$ cat src/rtl/vga_pixel_fetch.sv
// Display-side pixel fetch: issues framebuffer reads, keeps RGB and syncs pixel-aligned, and owns
// the bank-swap handshake. Optional macro VGA_FETCH_THRESH_EN adds a binary threshold on output.
module vga_pixel_fetch #(
  parameter int unsigned IMG_W   = 320,
  parameter int unsigned IMG_H   = 240,
  parameter int unsigned PIX_W   = 8,
  parameter int unsigned MEM_LAT = 1,
  parameter int unsigned ADDR_W  = 17
) (
  input  logic              vgaClk,
  input  logic              rstN,
  input  logic [9:0]        hCount,
  input  logic [8:0]        vCount,
  input  logic              hSync,
  input  logic              vSync,
  input  logic              syncB,
  input  logic              blankB,
  output logic [ADDR_W:0]   memAddr,
  output logic              memRdEn,
  input  logic [PIX_W-1:0]  memRdData,
`ifdef VGA_FETCH_THRESH_EN
  input  logic [PIX_W-1:0]  threshold,
`endif
  output logic [PIX_W-1:0]  vgaR,
  output logic [PIX_W-1:0]  vgaG,
  output logic [PIX_W-1:0]  vgaB,
  output logic              hSyncOut,
  output logic              vSyncOut,
  output logic              syncBOut,
  output logic              blankBOut,
  input  logic              swapReq,
  output logic              swapAck,
  output logic              rdBank
);

  // Timing bundle layout: {hSync, vSync, syncB, blankB}; idle value has syncs high, rest low.
  localparam logic [3:0] TimingRst = 4'b1100;

  typedef enum logic [1:0] {StIdle, StPend, StAck} swapStateE;

  swapStateE stateQ, stateD;
  logic      vSyncPrevQ;
  logic      vFall;
  logic      doSwap;
  logic      rdBankQ;
  logic      swapAckQ;

  logic              inRange;
  logic [ADDR_W-1:0] offset;

  logic [3:0]       timingPipeQ [MEM_LAT+1];
  logic [3:0]       timingOutQ;
  logic [PIX_W-1:0] pixVal;
  logic [PIX_W-1:0] pixD;
  logic [PIX_W-1:0] pixQ;

  // ---------------- Bank-swap FSM ----------------
  always_ff @(posedge vgaClk or negedge rstN) begin
    if (!rstN) begin
      stateQ     <= StIdle;
      vSyncPrevQ <= 1'b1;
      rdBankQ    <= 1'b0;
      swapAckQ   <= 1'b0;
    end else begin
      stateQ     <= stateD;
      vSyncPrevQ <= vSync;
      rdBankQ    <= rdBankQ ^ doSwap;
      swapAckQ   <= doSwap;
    end
  end

  assign vFall = vSyncPrevQ & ~vSync;

  always_comb begin
    stateD = stateQ;
    unique case (stateQ)
      StIdle:  if (swapReq) stateD = StPend;
      // A dropped request wins over a coincident vsync edge: no swap.
      StPend:  if (!swapReq) stateD = StIdle;
               else if (vFall) stateD = StAck;
      StAck:   if (!swapReq) stateD = StIdle;
      default: stateD = StIdle;
    endcase
  end

  always_comb begin
    doSwap = (stateQ == StPend) && swapReq && vFall;
  end

  assign rdBank  = rdBankQ;
  assign swapAck = swapAckQ;

  // ---------------- Stage 0: address issue ----------------
  always_comb begin
    inRange = (32'(hCount) < IMG_W) && (32'(vCount) < IMG_H);
    offset  = '0;
    if (inRange) begin
      offset = ADDR_W'(vCount) * ADDR_W'(IMG_W) + ADDR_W'(hCount);
    end
  end

  always_ff @(posedge vgaClk or negedge rstN) begin
    if (!rstN) begin
      memAddr <= '0;
      memRdEn <= 1'b0;
    end else begin
      memAddr <= {rdBankQ, offset};
      memRdEn <= syncB;
    end
  end

  // ---------------- Timing delay line, MEM_LAT+2 stages total ----------------
  always_ff @(posedge vgaClk or negedge rstN) begin
    if (!rstN) begin
      for (int unsigned i = 0; i <= MEM_LAT; i++) begin
        timingPipeQ[i] <= TimingRst;
      end
      timingOutQ <= TimingRst;
    end else begin
      timingPipeQ[0] <= {hSync, vSync, syncB, blankB};
      for (int unsigned i = 1; i <= MEM_LAT; i++) begin
        timingPipeQ[i] <= timingPipeQ[i-1];
      end
      timingOutQ <= timingPipeQ[MEM_LAT];
    end
  end

  // ---------------- Output stage ----------------
  always_comb begin
`ifdef VGA_FETCH_THRESH_EN
    pixVal = (memRdData >= threshold) ? '1 : '0;
`else
    pixVal = memRdData;
`endif
    // timingPipeQ[MEM_LAT] lines up with the read data arriving this cycle.
    pixD = timingPipeQ[MEM_LAT][1] ? pixVal : '0;
  end

  always_ff @(posedge vgaClk or negedge rstN) begin
    if (!rstN) begin
      pixQ <= '0;
    end else begin
      pixQ <= pixD;
    end
  end

  assign vgaR      = pixQ;
  assign vgaG      = pixQ;
  assign vgaB      = pixQ;
  assign hSyncOut  = timingOutQ[3];
  assign vSyncOut  = timingOutQ[2];
  assign syncBOut  = timingOutQ[1];
  assign blankBOut = timingOutQ[0];

endmodule

$ cat config.mk
export PLATFORM = sky130hd
export DESIGN_NAME = vga_pixel_fetch
export DESIGN_NICKNAME = d
export VERILOG_FILES = /design/src/rtl/vga_pixel_fetch.sv
export SDC_FILE = /design/constraint.sdc
export NUM_CORES = 1
export LEC_CHECK = 0
export ABC_AREA = 1
export CAP_MARGIN = 15
export CORE_MARGIN = 2
export CORE_UTILIZATION = 35
export CTS_CLUSTER_DIAMETER = 30
export DETAILED_ROUTE_END_ITERATION = 12
export PLACE_DENSITY = 0.67
export SYNTH_ARGS = -nofsm -noshare
export SYNTH_HDL_FRONTEND = slang
export SYNTH_SLANG_ARGS = --single-unit
$ cat constraint.sdc
create_clock -name vgaClk -period 1 [get_ports vgaClk]
set_input_delay 0.2 -clock vgaClk [delete_from_list [all_inputs] [get_ports vgaClk]]
set_output_delay 0.2 -clock vgaClk [all_outputs]
set_load 0.01 [all_outputs]
# Yosys cells after proc, flatten, opt, wreduce, memory -nomap -nowiden
# Cells that the tools add are included.
[op_classes]
n_addsub = 1
n_mul = 1
magnitude_cmp = 2
eq_ne = 5
muxes = 7
bitwise = 3
reduce_logical = 5
[op_table]
columns = ["operator", "n"]
rows = [
  ["$add 17x10->17", 1],
  ["$mux 17", 1],
  ["$mul 9x3->11 const B", 1],
  ["$lt 10x9->1 const B", 1],
  ["$lt 9x8->1 const B", 1],
  ["$mux 2", 4],
  ["$mux 8", 1],
  ["$pmux 2 s3", 1],
  ["$ne 2x2->1 const B", 2],
  ["$logic_and 1x1->1", 3],
  ["$ne 3x3->1 const B", 1],
  ["$reduce_and 3->1", 1],
  ["$eq 2x1->1 const B", 1],
  ["$eq 2x2->1 const B", 1],
  ["$logic_not 2->1", 1],
  ["$and 1x1->1", 1],
  ["$not 1->1", 1],
  ["$xor 1x1->1", 1],
]
[word_totals]
register_bits = 44
output_inout_bits = 49

# Depth between registers and ports, before layout
[logic_depth]
depth_word = 5
depth_mapped = 12
ltp_nobuf = 12

# Least setup slack after synthesis
# No wires, ideal clock.
[synth_timing]
kind = "input to register"
startpoint = "in vCount[1]"
endpoint = "reg memAddr[15]"
setup_time_ps = 119
arrival_time_ps = 1862
t_required_ps = 881
path_slack_ps = -981
path_stages = 12
n_path_buf = 0
cell_sequence = "ha_1 > ha_1 > fa_1 > nand2_1 > inv_1 > nand4_1 > nand3_1 > nand2_1 > nor2_4 > nand3_1 > nand2_1 > nor2_1"
[synth_between]
elab_chain_cells = 3
word_cells_on_any_way = 5
classes_between = "add/sub: 1; mul: 1; order compare: 1; mux: 1; reduce/logical: 1"
[synth_lines]
columns = ["item", "line", "text"]
rows = [
  ["start, declared", "13", "input logic [8:0] vCount,"],
  ["$mul 9x3->11 or $lt 9x8->1 (tied branches)", "98, 95", ""],
  ["$add 17x10->17 or $logic_and 1x1->1 (tied branches)", "98, 95", ""],
  ["$mux 17 *", "97", "if (inRange) begin"],
  ["net offset[15]", "49", "logic [ADDR_W-1:0] offset;"],
  ["end signal, assigned", "107", "memAddr <= {rdBankQ, offset};"],
  ["end, declared", "18", "output logic [ADDR_W:0] memAddr,"],
]
# Mark *: on every way through the listed nets, which the timed path passes. The rest lies on a longest branch.
# A chain may end at the register's enable or synchronous reset.

# Final worst setup path
[layout_timing]
startpoint = "in vCount[3]"
endpoint = "reg memAddr[16]"
# Same word-level chain as after synthesis.

==> qor.yml <==
run_status:
  outcome: "finished, violations left"
  violations: "negative setup slack"
yosys:
  synth.largest_area_cell: "dfrtp_1"
  syn_inst: 221
  synth_compound_area_share_pct: 4.74
  synth_xor_area_share_pct: 1.24
  synthMuxAreaShare_pct: 0
  synth-seq-cells: 42
  synth-simple-area-share_pct: 19.1
  syn_nets: 275
  synthArstFlopShare_pct: 100
  synthTopCellsByArea: "dfrtp_1 43%, ha_1 11%, dfstp_2 7.5%, nand2_1 6.2%, inv_1 6.0%"
  synth_top_area_share_pct: 42.7
  synth_top_family_by_area: "simple AND/OR/NAND/NOR gates"
  yosys.area_share.adder_pct: 12.6
  syn_avg_cell_area_um2: 9.56
  synth_edf_count: 0
  ys_warn_count: 0
  ys_types: 24
  synth_seq_area_share_pct: 50.1
  synthFlopType: "dfrtp_1"
  syn-cell-area_um2: 2110
detailed_routing:
  drt-total-wl_um: 4880
  drc_errors: 0
  viasPerCell: 4.54
  dr.pass1.iters: 4
  vias: 1855
  first_iter_violations: 54
  ant_nets: 0
  wl_per_cell_um: 11.9
layout:
  syn_to_final_growth_pct: 67.6
  fin_nets: 387
  layout-drive-gt1-share_pct: 51.5
  num_antenna_cells: 0
  final_cells: 409
place:
  place.gp.congestion: 0.801
  hpwl_um: 3430
  dp.cells: 388
  numPortBuffers: 82
pwr:
  p_seq_share_pct: 41.0
  power_density_nw_per_um2: 1300
  pwr-share-clk_pct: 23.9
  p_int_mw: 3.20
  p_sw_share_pct: 30.3
  p_leak_nw: 1.83
  ir_worst_vdd_mv: 0.958
  power_mw: 4.59
  power.switching_mw: 1.39
  power_frac_comb_pct: 35.1
die:
  fp.dieH_um: 81.7
  coreArea_um2: 5890
  ioPinCount: 83
  rows: 28
  die-width_um: 81.7
  dieArea_um2: 6670
  initial_core_util_pct: 35.9
sta:
  hold_violations: 0
  clock.fmax_mhz: 574
  finClkSkew_ns: 0.00597
  hold-worst-slack_ns: 0.318
  setup_viol: 36
  period_share_pct: 174
  tns_ns: -6.53
  slew_headroom_pct: 82.7
  min_period_ns: 1.74
  worst_pin_slew_ns: 0.260
  rsz0062_at_grt: "yes"
  drv_slew: 0
  setup_ws_ns: -0.742
clock_network:
  tritoncts: "built"
  clk_pin_slew_worst_paths_ns: 0.08
  clock_path_buffers: 2
  cts.htree.levels: 2
  clk_latency_ns: 0.29
  cts_made_buffers: 5
  root_buffer: "clkbuf_8"
  clkSinkCount: 42
global_routing:
  grt_max_degree: 43
  grt_pass1_wl_um: 7800
  grt-ovfl-total: 0
  antenna_found_initial: 0
  gr-usage-all-layers_pct: 15.2
  grt_pass1_vias: 1820
setup_path:
  crit_path_max_fanout: 5
  slowest_stage: "fa_2"
  path_cells: "buf_8 > ha_4 > ha_4 > fa_2 > buf_4 > nand2_2 > nor2_4 > nand3_4 > nor2_2 > nand3_1 > nand2_1 > nor2_1"
  cpLargestDelayFamily: "adder cells"
  crit_path_start: "vCount[3]"
  critPathArrivalTime_ns: 1.93
  end_kind: "register"
  cpPeakStageDelay_ns: 0.56
  crit_path_start_kind: "input pin"
  regToRegStartpoint: "stateQ[1]"
  critical_path_required_ns: 1.18
  crit_buf_inv: 2
  setup.worst_path.class: "in -> reg"
  cp_common_cell: "ha_4"
hold_path:
  min_path_type: "in -> reg"
  holdCritStartpoint: "hSync"
run:
  max_cap_viol_count: 0
-- kinds of logic (layout without fill, tap and decap cells) --
group | Yosys count | after routing
AO/OA/AOI/OAI | 18 | 18
XOR/XNOR | 3 | 3
adder cells (fa/ha/maj) | 20 | 20
buffers and inverters | 53 | 166
flip-flops | 42 | 42
AND/OR/NAND/NOR | 85 | 85
-- Yosys cell counts (2+ instances only) --
cell       n
buf_4     16
xnor2_1    3
nor3_1     2
inv_1     34
nand4_1    5
dfstp_2    6
nor2_1    17
nor2_4     2
nand2_2    5
o21ai_0    6
fa_1       2
nand3_2    3
ha_1      18
dfrtp_1   36
clkbuf_1   2
a21oi_1    9
nand2_1   35
nand3_1   14
-- cell usage in the layout, fill, tap and decap left out, types with 2 or more instances in the layout --
| cell type | netlist | routed |
|---|---|---|
| inv_2 | 1 | 3 |
| ha_4 | 0 | 15 |
| clkbuf_8 | 0 | 5 |
| dfrtp_1 | 36 | 36 |
| nand3_2 | 3 | 8 |
| dlygate4sd2_1 | 0 | 3 |
| buf_6 | 0 | 35 |
| buf_8 | 0 | 2 |
| nor2_4 | 2 | 2 |
| xnor2_2 | 0 | 2 |
| nand3_1 | 14 | 8 |
| a21oi_2 | 0 | 4 |
| clkdlybuf4s15_1 | 0 | 2 |
| nor2_2 | 1 | 3 |
| nand4_1 | 5 | 5 |
| nand2_2 | 5 | 11 |
| nand2_1 | 35 | 29 |
| buf_2 | 0 | 31 |
| clkdlybuf4s50_1 | 0 | 19 |
| inv_1 | 34 | 31 |
| o21ai_2 | 0 | 5 |
| ha_1 | 18 | 3 |
| clkbuf_2 | 0 | 3 |
| buf_4 | 16 | 26 |
| dfstp_2 | 6 | 6 |
| a21oi_1 | 9 | 5 |
| fa_2 | 0 | 2 |
| nor2_1 | 17 | 15 |
-- per-stage QoR --
step | setup slack, ns | area [um2] | utilization, %
after detailed placement | -1.56 | 3190 | 54.2
final | -0.742 | 3540 | 60.1
after global placement | -1.48 | 3190 | 54.2
after global routing | -0.857 | 3540 | 60.1
after floorplan | -0.901 | 2190 | -
after CTS | -0.755 | 3400 | 57.8
-- area by class of cell --
type                            instances  area (um2)
Clock buffer                            5        68.8
Clock inverter                          3        25.0
Fill cell                             512        2350
Inverter                               35         134
Multi-Input combinational cell        126        1100
Sequential cell                        42        1060
Tap cell                               75        93.8
Timing Repair Buffer                  123        1060
-- worst paths after layout --
kind / slack [ns] / to / depth (start not counted)
max in group asynchronous: 0.32 / timingPipeQ[7] / 3
setup / recovery: -0.74 / memAddr[16] / 12
min in group asynchronous: 0.42 / rdBank / 3
setup reg to reg: 0.02 / rdBank / 3
hold / removal: 0.32 / timingPipeQ[7] / 1
hold reg to reg: 0.35 / timingPipeQ[0] / 0
-- power by group through the flow --
| stage | registers, mW | clock network (mW) | logic (mW) |
|---|---|---|---|
| after floorplan | 1.97 | 0 | 0.620 |
| final | 1.88 | 1.10 | 1.61 |
| after global routing | 1.90 | 1.21 | 1.78 |
| after detailed placement | 1.91 | 0 | 1.38 |
| after global placement | 1.91 | 0 | 1.36 |
| after CTS | 1.88 | 1.14 | 1.52 |
-- metal layers --
layer	GRT usage, %	share of wire, %
met5	0	0
met4	3.67	1.1
met3	4.95	9.5
met2	27.2	49
met1	17.4	40
-- registers in the layout, indices dropped and copies added, names as in the netlist --
name and cells:
memAddr 18, timingOutQ 4, vgaB 8, swapAck 1, stateQ 2, timingPipeQ 8, rdBank 1
-- timing repair --
item | 4_1_cts | 5_1_grt
endpoints found under the hold margin | 36 | 0
pin swaps | 31 | 9
resized for setup | 285 | 35
hold buffers | 1 | 0
setup buffers | 9 | 3
endpoints found under the setup margin | 67 | 67
Power figures use the tool's default switching activity.
